===== src/rtl/ws2812_rx.sv =====
// ---------------------------------------------------------------------------
// ws2812_rx
//
// WS2812 single-wire stream decoder. It samples the serial data line and
// measures the width of every high pulse. Each pulse becomes a 0 or 1 bit,
// and the bits are packed MSB first into 24-bit GRB pixel words. A long low
// run on the line (the latch interval) closes the current frame.
//
// The block serves two purposes. It is the loopback self-test receiver for
// the LED driver, and it can sniff the pixel stream on the LED connector.
//
// Parameters
//   BIT_THRESH  high width (clocks) at or above which a bit decodes as 1
//   MIN_HIGH    high widths below this are glitches (protocol error)
//   MAX_HIGH    high widths above this are protocol errors
//   RST_LOW     consecutive low clocks that form the latch/reset interval
//
// Ports
//   sys_clk     system clock, single clock domain
//   sys_rst_n   asynchronous active-low reset
//   din         WS2812 data line, asynchronous to sys_clk
//   pix_data    last completed pixel word, first received bit in [23]
//   pix_valid   one-cycle strobe, pix_data/pix_idx valid in this cycle
//   pix_idx     index of the pixel in pix_data within the current frame
//   frame_done  one-cycle strobe at end of a frame
//   frame_len   completed pixels in the last frame, updated with frame_done
//   err         one-cycle strobe on any protocol violation
// ---------------------------------------------------------------------------
module ws2812_rx #(
   parameter int BIT_THRESH = 27,
   parameter int MIN_HIGH   = 5,
   parameter int MAX_HIGH   = 60,
   parameter int RST_LOW    = 2500
) (
   input  logic        sys_clk,
   input  logic        sys_rst_n,
   input  logic        din,
   output logic [23:0] pix_data,
   output logic        pix_valid,
   output logic [8:0]  pix_idx,
   output logic        frame_done,
   output logic [8:0]  frame_len,
   output logic        err
);

   localparam logic [6:0]  BIT_THRESH_C = 7'(BIT_THRESH);
   localparam logic [6:0]  MIN_HIGH_C   = 7'(MIN_HIGH);
   localparam logic [6:0]  MAX_HIGH_C   = 7'(MAX_HIGH);
   localparam logic [11:0] RST_LOW_C    = 12'(RST_LOW);

   typedef enum logic [1:0] {
      S_ARM,
      S_LOW,
      S_HIGH
   } state_e;

   state_e      state_q, state_d;
   logic        sync1_q;
   logic        din_s_q;
   logic [6:0]  hcnt_q, hcnt_d;
   logic [11:0] lcnt_q, lcnt_d;
   logic [4:0]  bit_cnt_q, bit_cnt_d;
   logic [8:0]  pix_cnt_q, pix_cnt_d;
   logic [23:0] shreg_q, shreg_d;
   logic [23:0] pix_data_q, pix_data_d;
   logic        pix_valid_q, pix_valid_d;
   logic [8:0]  pix_idx_q, pix_idx_d;
   logic        frame_done_q, frame_done_d;
   logic [8:0]  frame_len_q, frame_len_d;
   logic        err_q, err_d;
   logic        new_bit;
   logic [8:0]  pix_cnt_inc;

   // Two-flop synchronizer for the asynchronous data line. Both edges of din
   // see the same two-clock delay, so pulse widths on din_s match din exactly.
   always_ff @(posedge sys_clk or negedge sys_rst_n) begin
      if (!sys_rst_n) begin
         sync1_q <= 1'b0;
         din_s_q <= 1'b0;
      end else begin
         sync1_q <= din;
         din_s_q <= sync1_q;
      end
   end

   // State, counters and registered outputs all update together.
   always_ff @(posedge sys_clk or negedge sys_rst_n) begin
      if (!sys_rst_n) begin
         state_q      <= S_ARM;
         hcnt_q       <= '0;
         lcnt_q       <= '0;
         bit_cnt_q    <= '0;
         pix_cnt_q    <= '0;
         shreg_q      <= '0;
         pix_data_q   <= '0;
         pix_valid_q  <= 1'b0;
         pix_idx_q    <= '0;
         frame_done_q <= 1'b0;
         frame_len_q  <= '0;
         err_q        <= 1'b0;
      end else begin
         state_q      <= state_d;
         hcnt_q       <= hcnt_d;
         lcnt_q       <= lcnt_d;
         bit_cnt_q    <= bit_cnt_d;
         pix_cnt_q    <= pix_cnt_d;
         shreg_q      <= shreg_d;
         pix_data_q   <= pix_data_d;
         pix_valid_q  <= pix_valid_d;
         pix_idx_q    <= pix_idx_d;
         frame_done_q <= frame_done_d;
         frame_len_q  <= frame_len_d;
         err_q        <= err_d;
      end
   end

   // The pixel counter saturates so that very long frames report 511
   // instead of wrapping back to zero.
   assign pix_cnt_inc = (pix_cnt_q == 9'd511) ? pix_cnt_q : pix_cnt_q + 9'd1;

   // Next-state logic. S_ARM waits for a full latch-length low run before it
   // trusts the line. S_LOW times the gap after each bit. S_HIGH measures
   // the pulse and decodes it on the falling edge.
   always_comb begin
      state_d      = state_q;
      hcnt_d       = hcnt_q;
      lcnt_d       = lcnt_q;
      bit_cnt_d    = bit_cnt_q;
      pix_cnt_d    = pix_cnt_q;
      shreg_d      = shreg_q;
      pix_data_d   = pix_data_q;
      pix_valid_d  = 1'b0;
      pix_idx_d    = pix_idx_q;
      frame_done_d = 1'b0;
      frame_len_d  = frame_len_q;
      err_d        = 1'b0;
      new_bit      = 1'b0;

      case (state_q)
         S_ARM: begin
            // Pulses here are ignored. A high only restarts the low-run count.
            if (din_s_q) begin
               lcnt_d = '0;
            end else if (lcnt_q + 12'd1 >= RST_LOW_C) begin
               lcnt_d    = RST_LOW_C;
               state_d   = S_LOW;
               bit_cnt_d = '0;
               pix_cnt_d = '0;
               shreg_d   = '0;
            end else begin
               lcnt_d = lcnt_q + 12'd1;
            end
         end

         S_LOW: begin
            if (din_s_q) begin
               state_d = S_HIGH;
               hcnt_d  = 7'd1;
               lcnt_d  = '0;
            end else if (lcnt_q < RST_LOW_C) begin
               lcnt_d = lcnt_q + 12'd1;
               // lcnt saturates at RST_LOW, so the frame end fires only once
               // per low run. Arriving from S_ARM with a full count never
               // fires it.
               if (lcnt_q + 12'd1 == RST_LOW_C) begin
                  if ((pix_cnt_q != 9'd0) || (bit_cnt_q != 5'd0)) begin
                     frame_done_d = 1'b1;
                     frame_len_d  = pix_cnt_q;
                  end
                  if (bit_cnt_q != 5'd0) begin
                     err_d = 1'b1;
                  end
                  bit_cnt_d = '0;
                  pix_cnt_d = '0;
                  shreg_d   = '0;
               end
            end
         end

         S_HIGH: begin
            if (din_s_q) begin
               // An over-long high aborts right away, without waiting for
               // the line to fall. The decoder must then re-arm.
               if (hcnt_q >= MAX_HIGH_C) begin
                  err_d     = 1'b1;
                  bit_cnt_d = '0;
                  pix_cnt_d = '0;
                  shreg_d   = '0;
                  lcnt_d    = '0;
                  state_d   = S_ARM;
               end else if (hcnt_q != 7'h7F) begin
                  hcnt_d = hcnt_q + 7'd1;
               end
            end else if (hcnt_q < MIN_HIGH_C) begin
               // A glitch-width pulse. This low cycle already counts
               // toward the re-arm low run.
               err_d     = 1'b1;
               bit_cnt_d = '0;
               pix_cnt_d = '0;
               shreg_d   = '0;
               lcnt_d    = 12'd1;
               state_d   = S_ARM;
            end else begin
               new_bit = (hcnt_q >= BIT_THRESH_C);
               shreg_d = {shreg_q[22:0], new_bit};
               lcnt_d  = 12'd1;
               state_d = S_LOW;
               if (bit_cnt_q == 5'd23) begin
                  pix_data_d  = {shreg_q[22:0], new_bit};
                  pix_idx_d   = pix_cnt_q;
                  pix_valid_d = 1'b1;
                  pix_cnt_d   = pix_cnt_inc;
                  bit_cnt_d   = '0;
               end else begin
                  bit_cnt_d = bit_cnt_q + 5'd1;
               end
            end
         end

         default: begin
            state_d = S_ARM;
            lcnt_d  = '0;
         end
      endcase
   end

   assign pix_data   = pix_data_q;
   assign pix_valid  = pix_valid_q;
   assign pix_idx    = pix_idx_q;
   assign frame_done = frame_done_q;
   assign frame_len  = frame_len_q;
   assign err        = err_q;

endmodule


===== config.mk =====
export PLATFORM = sky130hd
export DESIGN_NAME = ws2812_rx
export DESIGN_NICKNAME = d
export VERILOG_FILES = /design/src/rtl/ws2812_rx.sv
export SDC_FILE = /design/constraint.sdc
export NUM_CORES = 1
export LEC_CHECK = 0
export ABC_AREA = 1
export CAP_MARGIN = 25
export CORE_MARGIN = 2
export CORE_UTILIZATION = 36
export DETAILED_ROUTE_END_ITERATION = 8
export PLACE_DENSITY = 0.53
export SKIP_CTS_REPAIR_TIMING = 1
export SYNTH_ARGS = -nofsm -noshare
export SYNTH_HDL_FRONTEND = slang
export SYNTH_SLANG_ARGS = --single-unit

===== constraint.sdc =====
create_clock -name sys_clk -period 5.8 [get_ports sys_clk]
set_input_delay 1.74 -clock sys_clk [delete_from_list [all_inputs] [get_ports sys_clk]]
set_output_delay 1.74 -clock sys_clk [all_outputs]
set_load 0.05 [all_outputs]

; ---- Word-level counts from Yosys, hierarchy flattened
; Index checks and enable logic that the tools add are counted.
[totals]
input_bits = 3
regBits = 105
output_inout_bits = 45
[classes]
addsub = 4
n_eq_ne = 19
n_lt_le_gt_ge = 5
bitwise = 2
n_reduce_logical = 13
mux = 66
[ops]
columns = cell, n
row1 = $mux W23, 8
row2 = $mux W9, 10
row3 = $mux W12, 6
row4 = $pmux W23 S3, 1
row5 = $mux W5, 9
row6 = $pmux W12 S3, 1
row7 = $mux W7, 4
row8 = $pmux W9 S3, 1
row9 = $ne A2 B2 Y1 const B, 9
row10 = $mux W1, 17
row11 = $pmux W5 S3, 1
row12 = $pmux W7 S2, 1
row13 = $add A12 B1 Y12 const B, 1
row14 = $eq A12 B12 Y1 const B, 1
row15 = $ge A12 B12 Y1 const B, 1
row16 = $lt A12 B12 Y1 const B, 1
row17 = $mux W2, 5
row18 = $reduce_and A5 Y1, 2
row19 = $add A9 B1 Y9 const B, 1
row20 = $eq A9 B9 Y1 const B, 1
row21 = $reduce_and A9 Y1, 1
row22 = $reduce_bool A9 Y1, 1
row23 = $ne A4 B4 Y1 const B, 2
row24 = $reduce_and A4 Y1, 2
row25 = other kinds (20), 22

; ---- Longest topological paths before layout
; Gate-level depths: netlist of run 1.
[logic_depth]
ltp_word = 7
mapped_depth = 17

; ---- Least setup slack after synthesis of run 1
; OpenSTA, ideal clock, no wires.
[synth_timing]
path_kind = register to output
from = register frame_len_q[0] (netlist: frame_len[0])
to = output port frame_len[0]
n_path_buf = 0
t_required_ns = 4.060
t_arrival_ns = 0.600
path_stages_with_launch = 1
path_slack_ns = 3.460
cell_sequence = dfrtp_1
[synth_rtl]
columns = element, line
row1 = "start, declared", 69  ; logic [8:0] frame_len_q, frame_len_d;
row2 = "start signal, assigned", 112  ; frame_len_q <= frame_len_d;
row3 = "end, declared", 42  ; output logic [8:0] frame_len,
; No word-level cell between the ends.

; ---- Worst setup path after layout of run 1
[layout_timing]
from = register frame_len_q[2] (netlist: frame_len[2])
to = output port frame_len[2]
; No word-level cell between the ends.

==> results of run 1 <==
==> cells in the mapped netlist, types with 4 or more instances <==
master	n	share of area, %
a21oi_1	14	1.3
buf_6	6	1.3
clkbuf_1	9	0.65
dfrtp_1	105	50
ha_1	12	2.9
inv_1	56	4.0
nand2_1	207	15
nand2_2	29	3.5
nand3_1	31	3.0
nand4_1	6	0.72
nor2_1	34	2.4
nor2_2	5	0.60
nor2_4	6	1.3
nor3_1	9	0.86
o21ai_0	33	3.2
o21ai_1	8	0.77
o21ai_2	26	4.4
o22ai_1	4	0.48
==> through the flow <==
stage | instance area [um^2] | hold WS (ns) | cells
floorplan | 5210 | 0.3312 | 623
global placement | 5822 | 0.3352 | 837
detailed placement | 5822 | 0.3424 | 837
CTS | 6112 | 0.3595 | 853
global route | 6140 | 0.3664 | 854
finish | 6140 | 0.3538 | 854
==> worst paths after layout <==
path	from	end	cells after the start
min in group asynchronous	sys_rst_n	pix_idx[5]	1
worst max-delay path	frame_len[2]	frame_len[2]	1
max in group asynchronous	sys_rst_n	frame_len[2]	3
worst max register to register	state_q[0]	pix_idx[5]	13
worst min register to register	sync1_q	din_s_q	0
worst min-delay path	sync1_q	din_s_q	0
==> final cells by class <==
cell class              instances  area (um^2)
well taps                     180        225.2
multi-input cells             443         2257
clock inverters                 6        51.30
repair buffers                 51        518.0
flip-flops and latches        105         2628
clock buffers                  10        239.0
fillers                      1406         7849
inverters                      59        221.5
==> state kept, by name (all words and copies together), names as in the netlist <==
name	cells
err	1
pix_valid	1
hcnt_q	7
pix_data	24
bit_cnt_q	5
din_s_q	1
frame_done	1
shreg_q	23
pix_idx	9
frame_len	9
sync1_q	1
pix_cnt_q	9
state_q	2
lcnt_q	12
==> cell families (layout without fill, tap and decap cells) <==
group                    after synthesis  count (layout)  synth area share [%]
AND/OR/NAND/NOR                      337             337                 28.87
flip-flops                           105             105                 50.43
AO/OA/AOI/OAI                         90              90                 10.86
buffers and inverters                 75             126                 6.292
adder cells (fa/ha/maj)               12              12                 2.882
XOR/XNOR                               4               4                0.6726
==> power by group through the flow <==
| stage | Combinational (W) | Sequential (W) | Clock, W |
|---|---|---|---|
| floorplan | 0.00000852 | 0.000751 | 0 |
| global placement | 0.0000276 | 0.000751 | 0 |
| detailed placement | 0.0000283 | 0.000751 | 0 |
| CTS | 0.0000283 | 0.000736 | 0.000620 |
| global route | 0.0000342 | 0.000737 | 0.000642 |
| finish | 0.0000288 | 0.000736 | 0.000595 |
==> placed cells by master, fill, tap and decap left out, types with 3 or more instances in the layout <==
cell type / instances
nand3_2: 3
nand2_1: 207
dfrtp_1: 105
o22ai_1: 4
inv_2: 3
o21ai_1: 8
xor2_1: 3
o21ai_0: 33
nor2_2: 6
nor2_4: 6
clkbuf_16: 9
ha_1: 12
clkinvlp_4: 3
a21oi_1: 14
clkdlybuf4s50_1: 46
buf_4: 4
o21ai_2: 26
nand2_2: 29
nand3_1: 31
inv_1: 56
nand4_1: 6
nor2_1: 33
nor3_1: 9
==> metal layers <==
layer	global-route usage (%)	vias to the layer above
li1	-	2078
met1	20.92	1893
met2	22.76	57
met3	2.320	5
met4	5.750	0
met5	0	-
==> impl_results.rst, run 1 <==
.. list-table::
   :header-rows: 1

   * - Metric
     - Value
   * - Area overhead of the layout relative to synthesis
     - 17.84%
   * - Critical path fanouts, max
     - 2
   * - Maximum vdd drop
     - 108.2 uV
   * - Leftover overflow at the end of global routing
     - 0
   * - Number of I/O port buffers
     - 47
   * - Level count of the clock H-tree
     - 3
   * - Total length of routed met2 wires
     - 4867 um
   * - Worst path bufs/invs
     - 1
   * - Number of hold violations in the final report
     - 0
   * - Number of inserted diodes
     - 0
   * - Ports placed on the boundary
     - 48
   * - Overall die area
     - 15450 um^2
   * - Post-detailed-routing wire length
     - 10750 um
   * - Clock insertion delay at the later pin of the skew report
     - ~0.35 ns
   * - Maximum achievable frequency
     - roughly 0.31 GHz
   * - Vias after detailed routing
     - 4033
   * - Final-report setup violation count
     - 0
   * - Max-Cap Viols
     - 0
   * - Worst min-delay path category
     - reg -> reg
   * - Setup CP Type
     - reg -> out
   * - Final number of max-transition violations
     - 0
   * - Combinational share of power
     - ~2.1%
   * - Final nets
     - 684
   * - Total GRT Usage
     - 14.76%
   * - Area of the core
     - 13990 um^2
   * - Largest clock skew in the final design
     - between 0.006 and 0.007 ns
   * - CTS Buffer Depth
     - 2
   * - Worst slack at placement
     - 2.792 ns
   * - Highest Signal Layer
     - met4
   * - Average footprint of a synthesized cell
     - 8.363 um^2
   * - Post-layout min period
     - 3.274 ns
   * - Clock group share of total power
     - 43.8%
   * - Warning count from the yosys run
     - 0
   * - Via count of the first global-routing pass
     - ~4000
   * - Sum of negative setup slack
     - 0 ns
   * - Detail-routed net length per standard cell
     - 12.59 um
   * - Static Leakage
     - 2.797 nW
   * - Count of unique library cells instantiated by Yosys
     - 33
   * - Minimum setup slack among reg-to-reg paths
     - about 3 ns
   * - Residual antenna-violating net count after detailed routing
     - 0
   * - Measured slew at the worst slew-check pin
     - 0.7870 ns
   * - Final worst-path setup slack
     - 2.526 ns
   * - Power density relative to cell area
     - 221.6 nW/um^2
   * - First-pass GRT wire length
     - 18960 um
   * - Fraction of layout instances using a drive strength above 1
     - 14.39%
   * - Count of routing violations after the opening detailed-route iteration
     - around 250
   * - DRC errors left
     - 0
   * - Horizontal die dimension
     - roughly 120 um
   * - Switching share of power
     - 22.87%
   * - HPWL Detailed
     - between 7000 and 8000 um
   * - Die Y-Extent
     - around 120 um
   * - Setup repair after global routing missed its margin
     - no
   * - Critical path's top delay family
     - buffers and inverters
   * - Cell with the biggest individual delay on the critical path
     - clkdlybuf4s50_1
   * - Number of clock sinks seen by CTS
     - 105
   * - Power after layout
     - 0.001361 W
   * - Vias per std cell
     - 4.722
   * - Post-synthesis cell count
     - between 600 and 700
   * - Part of the cycle the worst path needs
     - 56.46%
   * - Pin count of the biggest net entering global routing
     - 80
   * - Outcome
     - complete, no violations
   * - Worst slew margin relative to its limit
     - 47.53%
   * - Number of standard-cell rows in the floorplan
     - 43
   * - Sequential share of the synthesized area
     - just over 50%
   * - Main synth FF type
     - dfrtp_1
   * - Gp weighted congestion
     - 0.7914
   * - Async SR Flop Fraction
     - 100.0%
   * - Post-synth design cell area
     - 5210 um^2
   * - Yosys reg bits
     - ~110
   * - Number of antenna violations at the first check in global routing
     - 0
   * - M1 wire length
     - 5483 um
   * - Internal power
     - 0.001049 W
   * - Net Sw Power
     - 0.0003112 W
   * - CP peak stage delay
     - 0.81 ns
   * - CP Cell Sequence
     - clkdlybuf4s50_1
   * - Root buffer cell
     - clkbuf_16
   * - Required time worst endpoint
     - about 4 ns
   * - Post-synth EDFFs
     - 0
   * - CTS Buf Count
     - 9
   * - Post-CTS clock slew at the launch and capture registers of the worst setup and hold paths
     - around 0.07 ns
   * - Sequential power share
     - a little over half
   * - Starting Density
     - 37.25%
   * - Data arrival time at the worst-slack endpoint
     - 1.53 ns
   * - Number of nets in the synthesized netlist
     - 638
   * - CP Launch Type
     - flip-flop
   * - TritonCTS clock tree
     - yes
   * - First-pass iteration count of the detailed router
     - 5
   * - Final core occ
     - 43.89%
   * - Met3 WL post-DR
     - 308 um
   * - Setup crit end kind
     - output port
(Power assumes the default switching activity.)
==> run 2: changes to the inputs <==
--- a/config.mk
+++ b/config.mk
@@ -10,7 +10,7 @@
 export CORE_MARGIN = 2
 export CORE_UTILIZATION = 36
 export DETAILED_ROUTE_END_ITERATION = 8
-export PLACE_DENSITY = 0.53
+export PLACE_DENSITY = 0.55
 export SKIP_CTS_REPAIR_TIMING = 1
 export SYNTH_ARGS = -nofsm -noshare
 export SYNTH_HDL_FRONTEND = slang
==> constraint.sdc (replaced) <==
create_clock -name sys_clk -period 2.83 [get_ports sys_clk]
set_input_delay 0.849 -clock sys_clk [delete_from_list [all_inputs] [get_ports sys_clk]]
set_output_delay 0.849 -clock sys_clk [all_outputs]
set_load 0.05 [all_outputs]
==> impl_results.rst, run 2 (synthesis results as in run 1) <==
.. list-table::
   :header-rows: 1

   * - Metric
     - Value
   * - Area of the core
     - ~14000 um^2
   * - Max FFs per register
     - 24
   * - Number of hold violations in the final report
     - 0
   * - Setup repair after global routing missed its margin
     - no
   * - TritonCTS clock tree
     - yes
   * - Post-layout min period
     - roughly 2.4 ns
   * - Number of inserted diodes
     - 0
   * - CP Cell Sequence
     - clkdlybuf4s50_1
   * - Maximum vdd drop
     - 313.0 uV
   * - Area overhead of the layout relative to synthesis
     - 17.84%
   * - CTS Buf Count
     - 9
   * - Number of clock sinks seen by CTS
     - 105
   * - Die Y-Extent
     - 124.3 um
   * - Number of antenna violations at the first check in global routing
     - 0
   * - Horizontal die dimension
     - ~120 um
   * - HPWL Detailed
     - 7617 um
   * - Power after layout
     - 0.002734 W
   * - Starting Density
     - 37.25%
   * - DRC errors left
     - 0
   * - Worst hold margin
     - 0.3490 ns
   * - Vias after detailed routing
     - 4105
   * - Worst path bufs/invs
     - 1
   * - Number of standard-cell rows in the floorplan
     - 43
   * - Max-Cap Viols
     - 0
   * - CP peak stage delay
     - approximately 0.8 ns
   * - Final-report setup violation count
     - 0
   * - Setup CP Type
     - reg -> out
   * - Setup crit end kind
     - output port
   * - Critical path fanouts, max
     - 2
   * - Maximum achievable frequency
     - 0.4179 GHz
   * - Part of the cycle the worst path needs
     - between 80% and 90%
   * - Overall die area
     - 15450 um^2
   * - Count of routing violations after the opening detailed-route iteration
     - 303
   * - Ports placed on the boundary
     - 48
   * - Data arrival time at the worst-slack endpoint
     - roughly 1.5 ns
   * - Worst slew margin relative to its limit
     - 52.06%
   * - Required time worst endpoint
     - 1.98 ns
   * - Cell with the biggest individual delay on the critical path
     - clkdlybuf4s50_1
   * - Power density relative to cell area
     - 445.2 nW/um^2
   * - Commonest cells after routing, fill and taps aside
     - nand2_1 (207), dfrtp_1 (105), inv_1 (56), clkdlybuf4s50_1 (46)
   * - Cell total after placement
     - 840
   * - Pin count of the biggest net entering global routing
     - 53
   * - Gp weighted congestion
     - 0.7960
   * - Vias per std cell
     - between 4 and 5
   * - Sum of negative setup slack
     - 0 ns
   * - Leftover overflow at the end of global routing
     - 0
   * - Critical path's top delay family
     - buffers and inverters
   * - Measured slew at the worst slew-check pin
     - 0.7143 ns
   * - Detail-routed net length per standard cell
     - roughly 13 um
   * - First-pass GRT wire length
     - between 15000 and 20000 um
   * - Residual antenna-violating net count after detailed routing
     - 0
   * - Post-detailed-routing wire length
     - 10890 um
   * - Worst min-delay path category
     - reg -> reg
   * - Largest clock skew in the final design
     - 0.007884 ns
   * - Final nets
     - 686
   * - Total GRT Usage
     - 15.02%
   * - Outcome
     - complete, no violations
   * - Root buffer cell
     - clkbuf_16
   * - Via count of the first global-routing pass
     - between 3000 and 4000
   * - Level count of the clock H-tree
     - 3
   * - CTS Buffer Depth
     - 2
   * - Final number of max-transition violations
     - 0
   * - Final core occ
     - a little over two fifths
   * - Fraction of layout instances using a drive strength above 1
     - 14.52%
   * - Number of I/O port buffers
     - 47
   * - Final Non-Filler Cells
     - 855
   * - First-pass iteration count of the detailed router
     - 5
   * - Post-CTS clock slew at the launch and capture registers of the worst setup and hold paths
     - 0.07 ns
   * - CP Launch Type
     - flip-flop
   * - Static Leakage
     - 2.810 nW
   * - Most common library cell in the layout ignoring fill and taps
     - nand2_1
   * - Clock insertion delay at the later pin of the skew report
     - 0.35 ns
## run 2: cell types whose count changed in the layout (fill, tap and decap cells not counted), sizes merged
cell	delta
clkinvlp	-2
inv	-1
buf	+2
clkinv	+2
## run 2: worst paths after layout
| check | startpoint | to | slack, ns | cells after the start |
|---|---|---|---|---|
| max in group asynchronous | sys_rst_n | pix_cnt_q[3] | 1.68 | 2 |
| max reg2reg | lcnt_q[0] | pix_cnt_q[5] | 0.48 | 13 |
| max | pix_data[0] | pix_data[0] | 0.44 | 1 |
| min reg2reg | sync1_q | din_s_q | 0.35 | 0 |
| min in group asynchronous | sys_rst_n | frame_len[8] | 0.49 | 1 |
| min | sync1_q | din_s_q | 0.35 | 0 |
## run 2: final cells by class
class,instances,area [um^2]
well taps,180,225.2
multi-input cells,443,2257
clock buffers,10,239.0
flip-flops and latches,105,2628
inverters,59,221.5
repair buffers,53,538.0
fillers,1411,7849
clock inverters,5,31.28
## run 2: per-stage QoR
step / worst slack (ns) / area [um^2]
2_1_floorplan: 0.8630 / 5210
3_3_place_gp: 0.5437 / 5869
3_5_place_dp: 0.4950 / 5869
4_1_cts: 0.4128 / 6140
5_1_grt: 0.1206 / 6140
6_report: 0.4373 / 6140
## run 2: report_power, final
group,total [W],switching (W),internal [W]
sequential,0.00151,0.00000525,0.00150
clock,0.00116,0.000550,0.000614
combinational,0.0000595,0.0000452,0.0000143
total,0.00273,0.000600,0.00213
## run 2: metal layers
layer  global-route usage [%]  share of wire (%)  vias to the layer above
met2                    23.50                 45                       74
met3                    2.792                3.5                       15
li1                         -                  -                     2088
met1                    20.47                 49                     1928
met4                    6.477                2.0                        0
met5                        0                  0                        -
